[config.mk]
export PLATFORM = sky130hd
export DESIGN_NAME = mem_stage_ctrl
export DESIGN_NICKNAME = d
export VERILOG_FILES = /design/src/rtl/mem_stage_ctrl_pkg.sv /design/src/rtl/mem_stage_ctrl_wait_counter.sv /design/src/rtl/mem_stage_ctrl.sv
export SDC_FILE = /design/constraint.sdc
export NUM_CORES = 1
export LEC_CHECK = 0
export CORE_MARGIN = 1
export CORE_UTILIZATION = 41
export DETAILED_ROUTE_END_ITERATION = 6
export PLACE_DENSITY = 0.91
export SYNTH_ARGS = -nofsm -noshare
export SYNTH_HDL_FRONTEND = slang
export SYNTH_SLANG_ARGS = --single-unit
[constraint.sdc]
create_clock -name clk -period 2.2 [get_ports clk]
set_clock_uncertainty 0.05 [all_clocks]
set_input_delay 0.44 -clock clk [delete_from_list [all_inputs] [get_ports clk]]
set_output_delay 0.44 -clock clk [all_outputs]
set_load 0.05 [all_outputs]
[src/rtl/mem_stage_ctrl_pkg.sv]
// Shared types and defaults for the memory-stage controller.
// State encoding and default timeout live here.
package mem_stage_ctrl_pkg;

    typedef enum logic [1:0] {
        ST_IDLE = 2'd0,
        ST_WAIT = 2'd1,
        ST_ERR  = 2'd2
    } state_t;

    localparam int DEF_TIMEOUT = 64;
    localparam int DEF_DATA_W  = 16;

    // Word access: both strobes together, or an odd address, is illegal.
    function automatic logic is_bad(
        input logic rd,
        input logic wr,
        input logic a0
    );
        return (rd & wr) | a0;
    endfunction

endpackage

[src/rtl/mem_stage_ctrl_wait_counter.sv]
// Clearable up-counter for WAIT cycles.
// tc rises on the cycle whose increment reaches TIMEOUT-1.
module wait_counter #(
    parameter int TIMEOUT = 64
) (
    input  logic clk,
    input  logic rst_n,
    input  logic clr,
    input  logic en,
    output logic tc
);

    localparam int CW = (TIMEOUT > 2) ? $clog2(TIMEOUT) : 1;
    localparam logic [CW-1:0] TC_VAL = CW'(TIMEOUT - 2);

    logic [CW-1:0] cnt;

    // Count enabled cycles; clear has priority.
    always_ff @(posedge clk or negedge rst_n) begin
        if (!rst_n) begin
            cnt <= '0;
        end else if (clr) begin
            cnt <= '0;
        end else if (en) begin
            cnt <= cnt + 1'b1;
        end
    end

    assign tc = en & (cnt == TC_VAL);

endmodule

[src/rtl/mem_stage_ctrl.sv]
// Memory-stage access controller: XM load/store to mem handshake.
// Stalls upstream while a request is outstanding; sticky error on fault.
module mem_stage_ctrl
    import mem_stage_ctrl_pkg::*;
#(
    parameter int DATA_W  = DEF_DATA_W,
    parameter int TIMEOUT = DEF_TIMEOUT
) (
    input  logic              clk,
    input  logic              rst_n,
    input  logic              XM_memRead,
    input  logic              XM_memWrite,
    input  logic [DATA_W-1:0] XM_aluOut,
    input  logic [DATA_W-1:0] XM_writeData,
    input  logic              mem_done,
    input  logic [DATA_W-1:0] mem_rdata,
    output logic              mem_en,
    output logic              mem_wr,
    output logic [DATA_W-1:0] mem_addr,
    output logic [DATA_W-1:0] mem_wdata,
    output logic [DATA_W-1:0] readData,
    output logic              stall,
    output logic              err
);

    state_t state, state_nx;

    logic [DATA_W-1:0] addr_q;
    logic [DATA_W-1:0] wdata_q;
    logic              wr_q;
    logic              acc;
    logic              bad;
    logic              issue;
    logic              tc;
    logic              in_wait;

    assign acc     = XM_memRead | XM_memWrite;
    assign bad     = is_bad(XM_memRead, XM_memWrite, XM_aluOut[0]);
    assign in_wait = (state == ST_WAIT);
    assign issue   = rst_n & (state == ST_IDLE) & acc & ~bad;

    wait_counter #(
        .TIMEOUT(TIMEOUT)
    ) u_wait_counter (
        .clk  (clk),
        .rst_n(rst_n),
        .clr  (~in_wait | mem_done),
        .en   (in_wait & ~mem_done),
        .tc   (tc)
    );

    // State register.
    always_ff @(posedge clk or negedge rst_n) begin
        if (!rst_n) begin
            state <= ST_IDLE;
        end else begin
            state <= state_nx;
        end
    end

    // Capture the request when it must be held across WAIT.
    always_ff @(posedge clk or negedge rst_n) begin
        if (!rst_n) begin
            addr_q  <= '0;
            wdata_q <= '0;
            wr_q    <= 1'b0;
        end else if (issue & ~mem_done) begin
            addr_q  <= XM_aluOut;
            wdata_q <= XM_writeData;
            wr_q    <= XM_memWrite;
        end
    end

    // Next state and output muxing; everything quiet during reset.
    always_comb begin
        state_nx  = state;
        mem_en    = 1'b0;
        mem_wr    = 1'b0;
        mem_addr  = '0;
        mem_wdata = '0;
        readData  = '0;
        stall     = 1'b0;
        err       = 1'b0;
        if (rst_n) begin
            unique case (state)
                ST_IDLE: begin
                    if (acc & bad) begin
                        state_nx = ST_ERR;
                    end else if (acc) begin
                        mem_en    = 1'b1;
                        mem_wr    = XM_memWrite;
                        mem_addr  = XM_aluOut;
                        mem_wdata = XM_writeData;
                        if (mem_done) begin
                            if (!XM_memWrite) readData = mem_rdata;
                        end else begin
                            stall    = 1'b1;
                            state_nx = ST_WAIT;
                        end
                    end
                end
                ST_WAIT: begin
                    mem_wr    = wr_q;
                    mem_addr  = addr_q;
                    mem_wdata = wdata_q;
                    if (mem_done) begin
                        if (!wr_q) readData = mem_rdata;
                        state_nx = ST_IDLE;
                    end else begin
                        stall = 1'b1;
                        if (tc) state_nx = ST_ERR;
                    end
                end
                ST_ERR: begin
                    err = 1'b1;
                end
                default: begin
                    state_nx = ST_IDLE;
                end
            endcase
        end
    end

endmodule
Yosys cells after proc, flatten, opt, wreduce, memory -nomap -nowiden
Index checks and enable logic that the tools add are counted.

Output and inout port bits: 52. Flip-flop bits (word level): 41. Logic and storage cells: 69.

Equality and inequality tests: 6. Bitwise logic cells: 15. Add/subtract/negate cells: 1. Muxes and demuxes: 39. Reduce and logical (&&, ||, !) cells: 3.

Operator list (number): 16-bit two-way mux (13); 16-bit case mux with 2 select lines (3); 1-bit two-way mux (13); 6-bit two-way mux (2); 2-bit two-way mux (5); 1-bit bitwise AND (8); 6-bit by 1-bit adder with 6-bit output (second input constant) (1); 6-bit == test (second input constant) (1); 3-bit by 2-bit inequality test with 1-bit output (second input constant) (2); 2-bit case mux with 3 select lines (1); 5-bit AND reduction (1); 1-bit inverter (4); 1-bit case mux with 2 select lines (2); 3-bit inequality test (second input constant) (1); 1-bit bitwise OR (3); 2-bit by 1-bit == test with 1-bit output (second input constant) (1); 2-bit == test (second input constant) (1); 2-bit logical NOT (1); 2-bit nonzero test (1).

Logic depth before layout (Yosys ltp)
Word-level depth: 6. Depth in mapped cells: 6. Mapped depth without buffers: 5.

By module
Synthesis repeated with hierarchy kept, for this count alone.

Cell total of the unflattened synthesis: 225. Area total of the unflattened synthesis: 2299.7 um^2.

By module, submodules not included: mem_stage_ctrl (area each 1995.7 um^2, instances 1, cells an instance 195); wait_counter (area each 304.0 um^2, instances 1, cells an instance 30).

Worst setup path before layout
Ideal clock, no wire load.

Path kind: register to output. Start: register state[0]. End: output port stall. Setup slack: -197 ps. Cell stages (with the launch flop): 5. Arrival time: 1907 ps. Data required time: 1710 ps. Path through: dfrtp_1 buf_4 nor2_1 a31oi_1 nor3_1.

Word-level cells in the longest chain between the ends: 3.

RTL lines: start: declaration (RTL line mem_stage_ctrl.sv:26) `state_t state, state_nx;`; start signal: assignment (RTL line mem_stage_ctrl.sv:57) `state <= state_nx;`; 2-bit by 1-bit == test with 1-bit output / 2-bit logical NOT (equally long branches) (RTL line mem_stage_ctrl.sv:85) `unique case (state)`; 1-bit case mux with 2 select lines (*) (RTL line mem_stage_ctrl.sv:85); 1-bit two-way mux (*) (RTL line mem_stage_ctrl.sv:84) `if (rst_n) begin`; end: declaration (RTL line mem_stage_ctrl.sv:22) `output logic stall,`.

Mark *: on every way between the ends. The rest lies on a longest branch, timed or not.

Worst setup path after layout
Start: register state[0]. End: output port readData[1].

Word-level cells in the longest chain between the ends: 3.

RTL lines: 2-bit by 1-bit == test with 1-bit output / 2-bit logical NOT (equally long branches) (RTL line mem_stage_ctrl.sv:85); 16-bit case mux with 2 select lines (*) (RTL line mem_stage_ctrl.sv:85); 16-bit two-way mux (*) (RTL line mem_stage_ctrl.sv:84); end: declaration (RTL line mem_stage_ctrl.sv:21) `output logic [DATA_W-1:0] readData,`.

Marks and branches as above.

==> parameters.txt <==
Parameter                              Value

Status
  Outcome ... finished with violations
  Failing checks ... negative setup slack

Final layout
  Commonest non-fill, non-tap cell in the layout ... sky130_fd_sc_hd__buf_12
  Final design area excluding fillers ... 4189 um2
  Cell Count, Final, Fillers Out ... 363
  Final core utilization ... 0.8254
  Nets@finish ... 348
  Multi-input logic area ... 1237 um2
  Count of filler cells inserted in the layout ... 276
  Share of cells above drive strength 1 ... 0.5461
  Count of antenna diodes in the layout ... 0
  Sequential cell area ... 1027 um2
  Commonest cells after routing, fill and taps aside ... 55 x sky130_fd_sc_hd__buf_12, 48 x sky130_fd_sc_hd__clkdlybuf4s50_1, 40 x sky130_fd_sc_hd__dfrtp_1
  Area overhead of the layout relative to synthesis ... 94.31%

Detailed routing
  Routed length on met3 ... 300 um
  Met1 Wirelength ... 2530 um
  Routed WL per cell ... 18.94 um
  Drt first pass iters ... 4
  Starting DRC count in detailed routing ... 83
  Count of antenna-violating nets left after detailed routing ... 0
  Wire length reported by the detailed router ... 6875 um
  Number of vias in the routed layout ... 1935
  Vias per Instance ... 5.331
  Metal2 WL ... 3942 um
  Residual DRC ... 0
  Highest routing layer actually used ... met4

GRT
  Number of global-route vias before repair ... 1959
  First-pass GRT wire length ... 9887 um
  Largest net degree at the start of global routing ... 46
  Overflow after GRT ... 0
  Initial antenna violation count ... 0
  GR Util All Layers ... 0.2418

Timing
  Fin. Hold Viols ... 0
  Transition time at the pin with the least slew margin ... 0.5611 ns
  Fin crit period ... 2.239 ns
  Setup WS post-layout ... -0.03920 ns
  Period utilization ... 1.018
  Tightest slew margin relative to the limit ... 0.6259
  Maximum clock frequency ... 446.6 MHz
  Aggregate negative setup slack ... -0.5388 ns
  # setup viols final ... 17
  Unrepaired setup endpoints after global routing ... true
  Count of pins over their slew limit ... 0
  Worst hold slack ... 0.2289 ns

Clocking
  Root buffer selected by CTS ... sky130_fd_sc_hd__clkbuf_8
  Total number of clock tree sinks ... 41
  CTS tree ... built
  Level count of the clock H-tree ... 2
  Number of buffers created by CTS ... 5
  Cts-stage hold buffer count ... 0
  Bufs on Longest Clock Path ... 2
  Clock latency reported for the late side of the worst-skew pair ... 0.29 ns
  Clock Pin Slew Worst Setup and Hold Paths ... 0.08 ns

Synthesis
  Post-Syn Area per Cell ... 12.11 um2
  Flop and latch count out of synthesis ... 41
  Fraction of registers with async set or reset after synthesis ... 1.000
  EDFF count, synth ... 0
  Syn_nets ... 233
  Main synth FF type ... sky130_fd_sc_hd__dfrtp_1
  Post-synth cell types ... 34
  Synth warnings ... 0
  Sequential share of the synthesized area ... 0.4759
  Number of cells produced by synthesis ... 178
  Post-synthesis cell area ... 2156 um2

Floorplan
  Cell row count ... 26
  Number of primary I/O pins ... 105
  Height of the die ... 74.51 um
  Core region area ... 5075 um2
  Die extent in x ... 74.51 um
  Die area ... 5552 um2
  Initial core utilization ... 0.4248

Place
  Routability congestion estimate from global placement ... 0.7926
  Worst Setup Slack post-DPL ... -0.3211 ns
  HPWL after detailed placement ... 4602 um
  Post-DP Area ... 3866 um2
  Port buffer count ... 104
  # placed instances ... 352

Run
  Max-cap viol count ... 0

Power and ir drop
  Worst-case vdd ir drop ... 0.3942 mV
  Power Density ... 397.7 nW/um2
  Overall power of the completed layout ... 1.666 mW
  Leakage power figure ... 1.923 nW

Critical path
  Endpoint arrival time on the critical path ... 1.75 ns
  Required time of the critical path ... 1.71 ns
  Setup Crit Path Kind ... reg2out
  Largest driver fanout on the critical path ... 16
  Critical path endpoint category ... output pin
  Element type at the critical path start ... flip-flop

Worst hold path
  Type of the worst min-delay path ... in2async
-- per-layer routing --
| metal | track usage | vias up |
|---|---|---|
| li1 | - | 883 |
| met1 | 0.2761 | 977 |
| met2 | 0.4555 | 63 |
| met3 | 0.04743 | 12 |
| met4 | 0.06709 | 0 |
| met5 | 0 | - |
-- final cells by class --
type,instances,area share
clock buffers,6,0.01971
clock inverters,1,0.001792
inverters,4,0.003584
multi-input cells,120,0.2954
flip-flops and latches,41,0.2452
well taps,70,0.02091
repair buffers,121,0.4134
-- flip-flops by register name, summed over array words and instances, names as in the netlist --
name and count:
state 2, addr_q 16, u_wait_counter.cnt 6, wr_q 1
wdata_q 16
-- synth_stat cells (2+ instances only) --
cell / instances / area share
sky130_fd_sc_hd__a22o_1: 31 / 0.13
sky130_fd_sc_hd__o21ai_0: 2 / 0.0046
sky130_fd_sc_hd__nand3_1: 3 / 0.0070
sky130_fd_sc_hd__buf_2: 4 / 0.0093
sky130_fd_sc_hd__clkbuf_8: 3 / 0.019
sky130_fd_sc_hd__or3_1: 2 / 0.0058
sky130_fd_sc_hd__clkbuf_1: 5 / 0.0087
sky130_fd_sc_hd__ha_1: 2 / 0.012
sky130_fd_sc_hd__and2_1: 17 / 0.049
sky130_fd_sc_hd__and3_1: 2 / 0.0058
sky130_fd_sc_hd__mux2_2: 31 / 0.16
sky130_fd_sc_hd__xor2_1: 2 / 0.0081
sky130_fd_sc_hd__dfrtp_1: 41 / 0.48
sky130_fd_sc_hd__nor2_1: 9 / 0.016
sky130_fd_sc_hd__inv_1: 4 / 0.0070
sky130_fd_sc_hd__a32oi_1: 2 / 0.0081
-- report_power, final --
group	internal, mW	leakage (nW)	switching [mW]
sequential	0.845	0.551	0.0614
clock	0.248	0.0433	0.257
combinational	0.165	1.33	0.0886
total	1.26	1.92	0.407
-- final timing paths --
check | start | end | slack, ns | cells after the start
setup / recovery | state[0]$_DFFE_PN0P_ | readData[1] | -0.04 | 5
hold / removal | rst_n | u_wait_counter.cnt[3]$_DFF_PN0_ | 0.23 | 2
setup reg to reg | state[1]$_DFFE_PN0P_ | wdata_q[15]$_DFFE_PN0P_ | 0.58 | 5
hold reg to reg | addr_q[0]$_DFFE_PN0P_ | addr_q[0]$_DFFE_PN0P_ | 0.44 | 1
max in group asynchronous | rst_n | state[0]$_DFFE_PN0P_ | 1.46 | 2
min in group clk | addr_q[0]$_DFFE_PN0P_ | addr_q[0]$_DFFE_PN0P_ | 0.44 | 1
-- critical path: stages (launching register included) --
cell and delay [ns]:
sky130_fd_sc_hd__dfrtp_2 0.48, sky130_fd_sc_hd__nor4b_4 0.33, sky130_fd_sc_hd__o211a_1 0.22, sky130_fd_sc_hd__buf_12 0.15, sky130_fd_sc_hd__and2_4 0.16, sky130_fd_sc_hd__buf_12 0.13
-- kinds of logic (layout without fill, tap and decap cells) --
family / count (synthesis) / in the layout / synth area share
AND/OR/NAND/NOR: 42 / 42 / 0.1190
flip-flops: 41 / 41 / 0.4759
AO/OA/AOI/OAI: 39 / 39 / 0.1526
multiplexers: 32 / 32 / 0.1689
buffers and inverters: 17 / 132 / 0.04759
XOR/XNOR: 4 / 4 / 0.01974
adder cells (fa/ha/maj): 3 / 3 / 0.01625
-- repair_timing --
item	4_1_cts	5_1_grt
resized for setup	25	27
buffers inserted	2	2
endpoints found under the setup margin	50	47
pin swaps	8	7
endpoints found under the hold margin	0	0
Note: power is estimated with default switching activity, not from simulation.
